--- config.mk ---
export PLATFORM = sky130hd
export DESIGN_NAME = svnet_pipe_ctrl_flat
export DESIGN_NICKNAME = d
export VERILOG_FILES = /design/src/rtl/svnet_pipe_ctrl_if.sv /design/src/rtl/svnet_pipe_ctrl.sv /design/src/flat_wrapper.sv
export SDC_FILE = /design/constraint.sdc
export NUM_CORES = 1
export LEC_CHECK = 0
export ABC_CLOCK_PERIOD_IN_PS = 4000
export CAP_MARGIN = 20
export CORE_AREA = 5 5 42 44
export CTS_BUF_LIST = sky130_fd_sc_hd__clkbuf_8
export DETAILED_ROUTE_END_ITERATION = 10
export DIE_AREA = 0 0 47 49
export GPL_TIMING_DRIVEN = 0
export PLACE_DENSITY_LB_ADDON = 0.25
export SLEW_MARGIN = 25
export SYNTH_ARGS = -nofsm -noshare
export SYNTH_HDL_FRONTEND = slang
export SYNTH_SLANG_ARGS = --single-unit
--- constraint.sdc ---
create_clock -name clk -period 4 [get_ports clk]
set_input_delay 0.8 -clock clk [delete_from_list [all_inputs] [get_ports clk]]
set_output_delay 0.8 -clock clk [all_outputs]
set_load 0.005 [all_outputs]
--- src/rtl/svnet_pipe_ctrl_if.sv ---
// Handshake bundle between upstream producer, pipeline controller and downstream consumer.
interface svnet_pipe_ctrl_if;
  logic in_valid;
  logic in_ready;
  logic out_valid;
  logic out_ready;
  logic flush;

  // Producer/consumer side: drives requests, observes controller handshakes.
  modport master (
    output in_valid,
    output out_ready,
    output flush,
    input  in_ready,
    input  out_valid
  );

  // Controller side.
  modport slave (
    input  in_valid,
    input  out_ready,
    input  flush,
    output in_ready,
    output out_valid
  );
endinterface

--- src/rtl/svnet_pipe_ctrl.sv ---
// Valid/enable sequencer for a DEPTH-stage datapath pipeline with bubble collapse,
// flush and a registered occupancy count.
module svnet_pipe_ctrl #(
  parameter int unsigned DEPTH = 4
) (
  input  logic                       clk,
  input  logic                       rst_n,
  svnet_pipe_ctrl_if.slave           pipe,
  output logic [DEPTH-1:0]           stage_en,
  output logic [DEPTH-1:0]           stage_valid,
  output logic [$clog2(DEPTH+1)-1:0] occupancy,
  output logic                       busy
);
  localparam int unsigned OW = $clog2(DEPTH+1);

  logic [DEPTH-1:0] v;
  logic [DEPTH-1:0] v_next;
  logic [DEPTH-1:0] en_raw;
  logic [OW-1:0]    occ;
  logic             accept;
  logic             emit;

  // A stage may load when it is empty or its successor is loading; the chain is
  // carried in a local variable so the enable vector has no self-dependency.
  always_comb begin : enable_chain
    logic c;
    en_raw         = '0;
    c              = !v[DEPTH-1] | pipe.out_ready;
    en_raw[DEPTH-1] = c;
    for (int unsigned k = 1; k < DEPTH; k++) begin
      c                    = !v[DEPTH-1-k] | c;
      en_raw[DEPTH-1-k]    = c;
    end
  end

  assign stage_en       = pipe.flush ? '0 : en_raw;
  assign pipe.in_ready  = en_raw[0] & !pipe.flush;
  assign pipe.out_valid = v[DEPTH-1] & !pipe.flush;

  assign accept = pipe.in_valid & pipe.in_ready;
  assign emit   = pipe.out_valid & pipe.out_ready;

  always_comb begin
    v_next = v;
    if (stage_en[0]) v_next[0] = pipe.in_valid;
    for (int unsigned k = 1; k < DEPTH; k++) begin
      if (stage_en[k]) v_next[k] = v[k-1];
    end
  end

  always_ff @(posedge clk or negedge rst_n) begin
    if (!rst_n) begin
      v   <= '0;
      occ <= '0;
    end else if (pipe.flush) begin
      v   <= '0;
      occ <= '0;
    end else begin
      v <= v_next;
      case ({accept, emit})
        2'b10:   occ <= occ + 1'b1;
        2'b01:   occ <= occ - 1'b1;
        default: occ <= occ;
      endcase
    end
  end

  assign stage_valid = v;
  assign occupancy   = occ;
  assign busy        = |v;

endmodule

--- src/flat_wrapper.sv ---
// flat-port wrapper written by rule: the top's interface ports become plain ports
module svnet_pipe_ctrl_flat 
#(
  parameter int unsigned DEPTH = 4
)
  (clk, rst_n, stage_en, stage_valid, occupancy, busy, pipe_in_valid, pipe_out_ready, pipe_flush, pipe_in_ready, pipe_out_valid);
  svnet_pipe_ctrl_if pipe_i ();
  input  logic clk;
  input  logic rst_n;
  output logic [DEPTH-1:0] stage_en;
  output logic [DEPTH-1:0] stage_valid;
  output logic [$clog2(DEPTH+1)-1:0] occupancy;
  output logic busy;
  input wire logic [$bits(pipe_i.in_valid)-1:0] pipe_in_valid;
  input wire logic [$bits(pipe_i.out_ready)-1:0] pipe_out_ready;
  input wire logic [$bits(pipe_i.flush)-1:0] pipe_flush;
  output wire logic [$bits(pipe_i.in_ready)-1:0] pipe_in_ready;
  output wire logic [$bits(pipe_i.out_valid)-1:0] pipe_out_valid;
  assign pipe_i.in_valid = pipe_in_valid;
  assign pipe_i.out_ready = pipe_out_ready;
  assign pipe_i.flush = pipe_flush;
  assign pipe_in_ready = pipe_i.in_ready;
  assign pipe_out_valid = pipe_i.out_valid;
  svnet_pipe_ctrl #(.DEPTH(DEPTH)) u_core (.clk(clk), .rst_n(rst_n), .pipe(pipe_i), .stage_en(stage_en), .stage_valid(stage_valid), .occupancy(occupancy), .busy(busy));
endmodule
# Word level (Yosys, flattened, before mapping)
# Cells that the tools add are included.
[totals]
reg_bits = 7
input_bits = 5
wordCells = 36
[classes]
n_addsub = 2
n_eq_ne = 2
muxes = 8
n_bitwise = 8
reduce_logical = 11
[ops]
columns = ["op", "count"]
rows = [
  ["2-to-1 mux 4 bit", 2],
  ["nonzero test 2 bit", 4],
  ["case mux 3 bit (2 select lines)", 1],
  ["logical NOT 1 bit", 5],
  ["bitwise AND 1 bit", 4],
  ["2-to-1 mux 1 bit", 4],
  ["OR 1 bit", 4],
  ["OR reduction 4 bit", 1],
  ["adder 3 x 1 -> 3 bit (second input constant)", 1],
  ["2-to-1 mux 3 bit", 1],
  ["nonzero test 3 bit", 1],
  ["subtractor 3 x 1 -> 3 bit (second input constant)", 1],
  ["equality test 2 x 1 -> 1 bit (second input constant)", 1],
  ["equality test 2 bit (second input constant)", 1],
]

# Longest topological paths before layout
[logic_depth]
depth_word = 10
depth_mapped = 6

# Worst setup path before layout
# Ideal clock, no wire load.
[synth_path]
path_type = "input-to-reg"
startpoint = "in pipe_flush"
endpoint = "reg u_core.occ[2], in the netlist u_core.occupancy[2]"
setup_ps = 128
arrival_time_ps = 2165
required_ps = 3872
setup_slack_ps = 1708
path_stages = 6
path_buffers = 1
path_cell_list = "clkbuf_1 > nor2_1 > fa_1 > and2_0 > a31oi_1 > mux2_1"
[synth_via]
elab_chain_cells = 6
word_cells_on_any_way = 10
[synth_rtl]
columns = ["item", "line_no", "text"]
rows = [
  ["start: declaration", "flat_wrapper.sv:16", "input wire logic [$bits(pipe_i.flush)-1:0] pipe_flush;"],
  ["logical NOT 1 bit", "svnet_pipe_ctrl.sv:37, svnet_pipe_ctrl.sv:38", ""],
  ["bitwise AND 1 bit (on tied branches)", "svnet_pipe_ctrl.sv:38, svnet_pipe_ctrl.sv:37", ""],
  ["bitwise AND 1 bit (on tied branches)", "svnet_pipe_ctrl.sv:41, svnet_pipe_ctrl.sv:40", ""],
  ["equality test 2 x 1 -> 1 bit / equality test 2 bit (equally long branches)", "svnet_pipe_ctrl.sv:60", "case ({accept, emit})"],
  ["case mux 3 bit (2 select lines)", "svnet_pipe_ctrl.sv:60", ""],
  ["2-to-1 mux 3 bit", "svnet_pipe_ctrl.sv:55", "end else if (pipe.flush) begin"],
  ["end signal: assignment", "svnet_pipe_ctrl.sv:61", "2'b10: occ <= occ + 1'b1;"],
  ["end signal: assignment", "svnet_pipe_ctrl.sv:62", "2'b01: occ <= occ - 1'b1;"],
  ["end: declaration", "svnet_pipe_ctrl.sv:19", "logic [OW-1:0] occ;"],
]
# Parallel ways exist; a longest one is shown, timed or not.
# A chain may end at the register's enable or synchronous reset.

# Final worst setup path
[layout_path]
startpoint = "in pipe_out_ready"
endpoint = "out stage_en[0]"
[layout_via]
elab_chain_cells = 5
[layout_rtl]
columns = ["item", "line_no", "text"]
rows = [
  ["start: declaration", "flat_wrapper.sv:15", "input wire logic [$bits(pipe_i.out_ready)-1:0] pipe_out_ready;"],
  ["OR 1 bit", "svnet_pipe_ctrl.sv:28", "c = !v[DEPTH-1] | pipe.out_ready;"],
  ["OR 1 bit (3 in series)", "svnet_pipe_ctrl.sv:31", "c = !v[DEPTH-1-k] | c;"],
  ["2-to-1 mux 4 bit", "svnet_pipe_ctrl.sv:36", "assign stage_en = pipe.flush ? '0 : en_raw;"],
  ["end: declaration", "flat_wrapper.sv:10", "output logic [DEPTH-1:0] stage_en;"],
]
# No other way between the ends.

==> metrics.csv <==
stage,metric,value,unit
global_routing,grt_use_total,0.104,
power,power.density,309,nW/um^2
layout,drive_gt1_frac,0.119,
sta,drv_slew,0,
clock_tree,hold_buffers,0,
critical_path,worst-path-max-fanout,6,
layout,antenna_cells,0,
power,clkPwrFrac,0.437,
sta,final.setup.tns,0,ps
global_routing,grt_max_degree,11,
synth,synth_top_area_frac,0.408,
clock_tree,clockBufferDepth,2,
floorplanning,rows,14,
drt,vias,374,
synth,synth_ff_type,dfrtp_1,
synth,ys_seq_elements,7,
drt,drcViolationCount,0,
clock_tree,cts_tree,yes,
floorplanning,start_util,0.306,
outcome,status,"complete, no violations",
place,routabilityCongestion,0.712,
power,swShare,0.209,
sta,fin_crit,3310,ps
global_routing,grt_pass1_vias,404,
synth,synth-seq-area-share,0.408,
sta,worstMarginPinSlew,454,ps
clock_tree,clkSinkCount,7,
drt,vias_per_cell,4.51,
sta,fin_crit_sh,0.827,
floorplanning,design.core.area,1400,um^2
drt,drt-total-wl,927,um
drt,dr.pass1.iters,2,
clock_tree,cts_setup_buffers,0,
clock_tree,cts-root-buf,clkbuf_8,
synth,synth_warnings,0,
critical_path,required,3200,ps
power,p_int,165,uW
power,max-vdd-ir-drop,236,uV
clock_tree,cts_resized,0,
global_routing,grt_antenna_before_repair,0,
sta,rsz0062_at_grt,false,
floorplanning,pin_count,19,
sta,fmax,302,MHz
layout,area_growth,57.1,%
critical_path,critPathArrivalTime,2510,ps
synth,synth.area.top_cells,"dfrtp_1 (41%), nor2_1 (9.6%), fa_1 (4.7%)",
synth,syn_nets,51,
place,hpwlAfterDp,740,um
synth,async_flop_share,1.00,
run,maxCapViolCount,0,
power,p_switching,43.5,uW
power,comb_power_share,0.181,
synth,syn_area,429,um^2
global_routing,overflow,0,
clock_tree,clkTransAtPathRegs,40,ps
sta,hold_viol_final,0,
min_path,min_path_type,flop to flop,
layout,nNetsFinal,74,
synth,avgSynthCellArea,9.54,um^2
floorplanning,dieArea,2300,um^2
clock_tree,clk_latency,220,ps
synth,synth_area_leader_cell,dfrtp_1,
floorplanning,die_width,47,um
critical_path,critPathCaptureType,output port,
drt,antenna_left,0,
global_routing,grt_pass1_wl,1770,um
synth,syn_inst,45,
power,p_seq_frac,0.382,
sta,setup_ws,693,ps
clock_tree,cts-htree-levels,1,
critical_path,cp-start-kind,input port,
floorplanning,die_h,49,um
clock_tree,cts_buffers,3,
place,dp_slack,679,ps
synth,synth_edf_count,0,
place,io_buffer_count,18,
power,p_leak,0.298,nW
drt,drt_iter0_drc,4,
critical_path,critPathKind,input port to output port,
synth,yosysUniqueCellTypes,23,
sta,setup_viol,0,
drt,routedWlPerCell,11.2,um
sta,fin_worst_skew,1.11,ps
sta,max-slew-margin-rel,0.697,
[sequential cells by signal, indices dropped and copies added, names as in the netlist]
register / cells
u_core.occupancy: 3
u_core.stage_valid: 4
[critical path: stages]
cell and delay [ps]:
clkdlybuf4s50_1 550, and3b_1 190, buf_2 140, a31oi_1 200, buf_4 130, clkdlybuf4s50_1 490
[layout make-up]
cell class	count	area (um^2)
fillers	150	727
multi-input cells	35	238
repair buffers	18	180
flip-flops and latches	7	175
clock buffers	3	41.3
well taps	16	20.0
plain buffers	3	16.3
clock inverters	1	3.75
[routing by layer]
| metal | vias to the layer above | track usage | wire length [um] |
|---|---|---|---|
| met5 | - | 0 | 0 |
| met4 | 0 | 0.0691 | 10 |
| met3 | 2 | 0.0111 | 47 |
| met2 | 8 | 0.136 | 405 |
| met1 | 167 | 0.153 | 463 |
| li1 | 197 | - | - |
[cells by family after synthesis]
family                   synth area share
multiplexers                       0.0845
adder cells (fa/ha/maj)            0.0466
buffers and inverters              0.0379
flip-flops                          0.408
AO/OA/AOI/OAI                       0.111
AND/OR/NAND/NOR                     0.312
[final timing paths]
check | startpoint | to | slack (ps) | depth (start not counted)
max in group asynchronous | rst_n | u_core.stage_valid[1] | 2940 | 1
hold / removal | u_core.stage_valid[2] | u_core.stage_valid[3] | 570 | 2
hold reg to reg | u_core.stage_valid[2] | u_core.stage_valid[3] | 570 | 2
setup reg to reg | u_core.stage_valid[3] | u_core.occupancy[2] | 2160 | 6
min in group asynchronous | rst_n | u_core.occupancy[0] | 830 | 1
setup / recovery | pipe_out_ready | stage_en[0] | 690 | 6
[metrics by stage]
stage	hold WS (ps)	power [mW]	area (um^2)	cells	utilization
after detailed placement	580	0.119	629	79	0.449
final	566	0.208	674	83	0.481
after global routing	636	0.221	674	83	0.481
after global placement	565	0.118	629	79	0.449
after CTS	573	0.213	674	83	0.481
after floorplan	504	0.0946	429	45	-
[cells in the mapped netlist (2+ instances only)]
| cell | instances |
|---|---|
| a21oi_1 | 2 |
| nor2b_1 | 3 |
| nand2b_1 | 2 |
| a31oi_1 | 3 |
| dfrtp_1 | 7 |
| nor2_1 | 11 |
[power groups by stage]
stage / Combinational (mW) / Clock (mW) / Sequential, mW
floorplan: 0.0144 / 0 / 0.0802
global placement: 0.0380 / 0 / 0.0804
detailed placement: 0.0385 / 0 / 0.0806
CTS: 0.0387 / 0.0949 / 0.0796
global route: 0.0426 / 0.0981 / 0.0804
finish: 0.0377 / 0.0910 / 0.0796
[layout by cell type, fill, tap and decap left out, types with 2 or more instances in the layout]
cell type	Yosys	final
nor2_1	11	11
nor2b_1	3	3
dfrtp_1	7	7
clkdlybuf4s50_1	0	18
a31oi_1	3	3
a21oi_1	2	2
clkbuf_8	0	3
nand2b_1	2	2
Power figures use the tool's default switching activity.
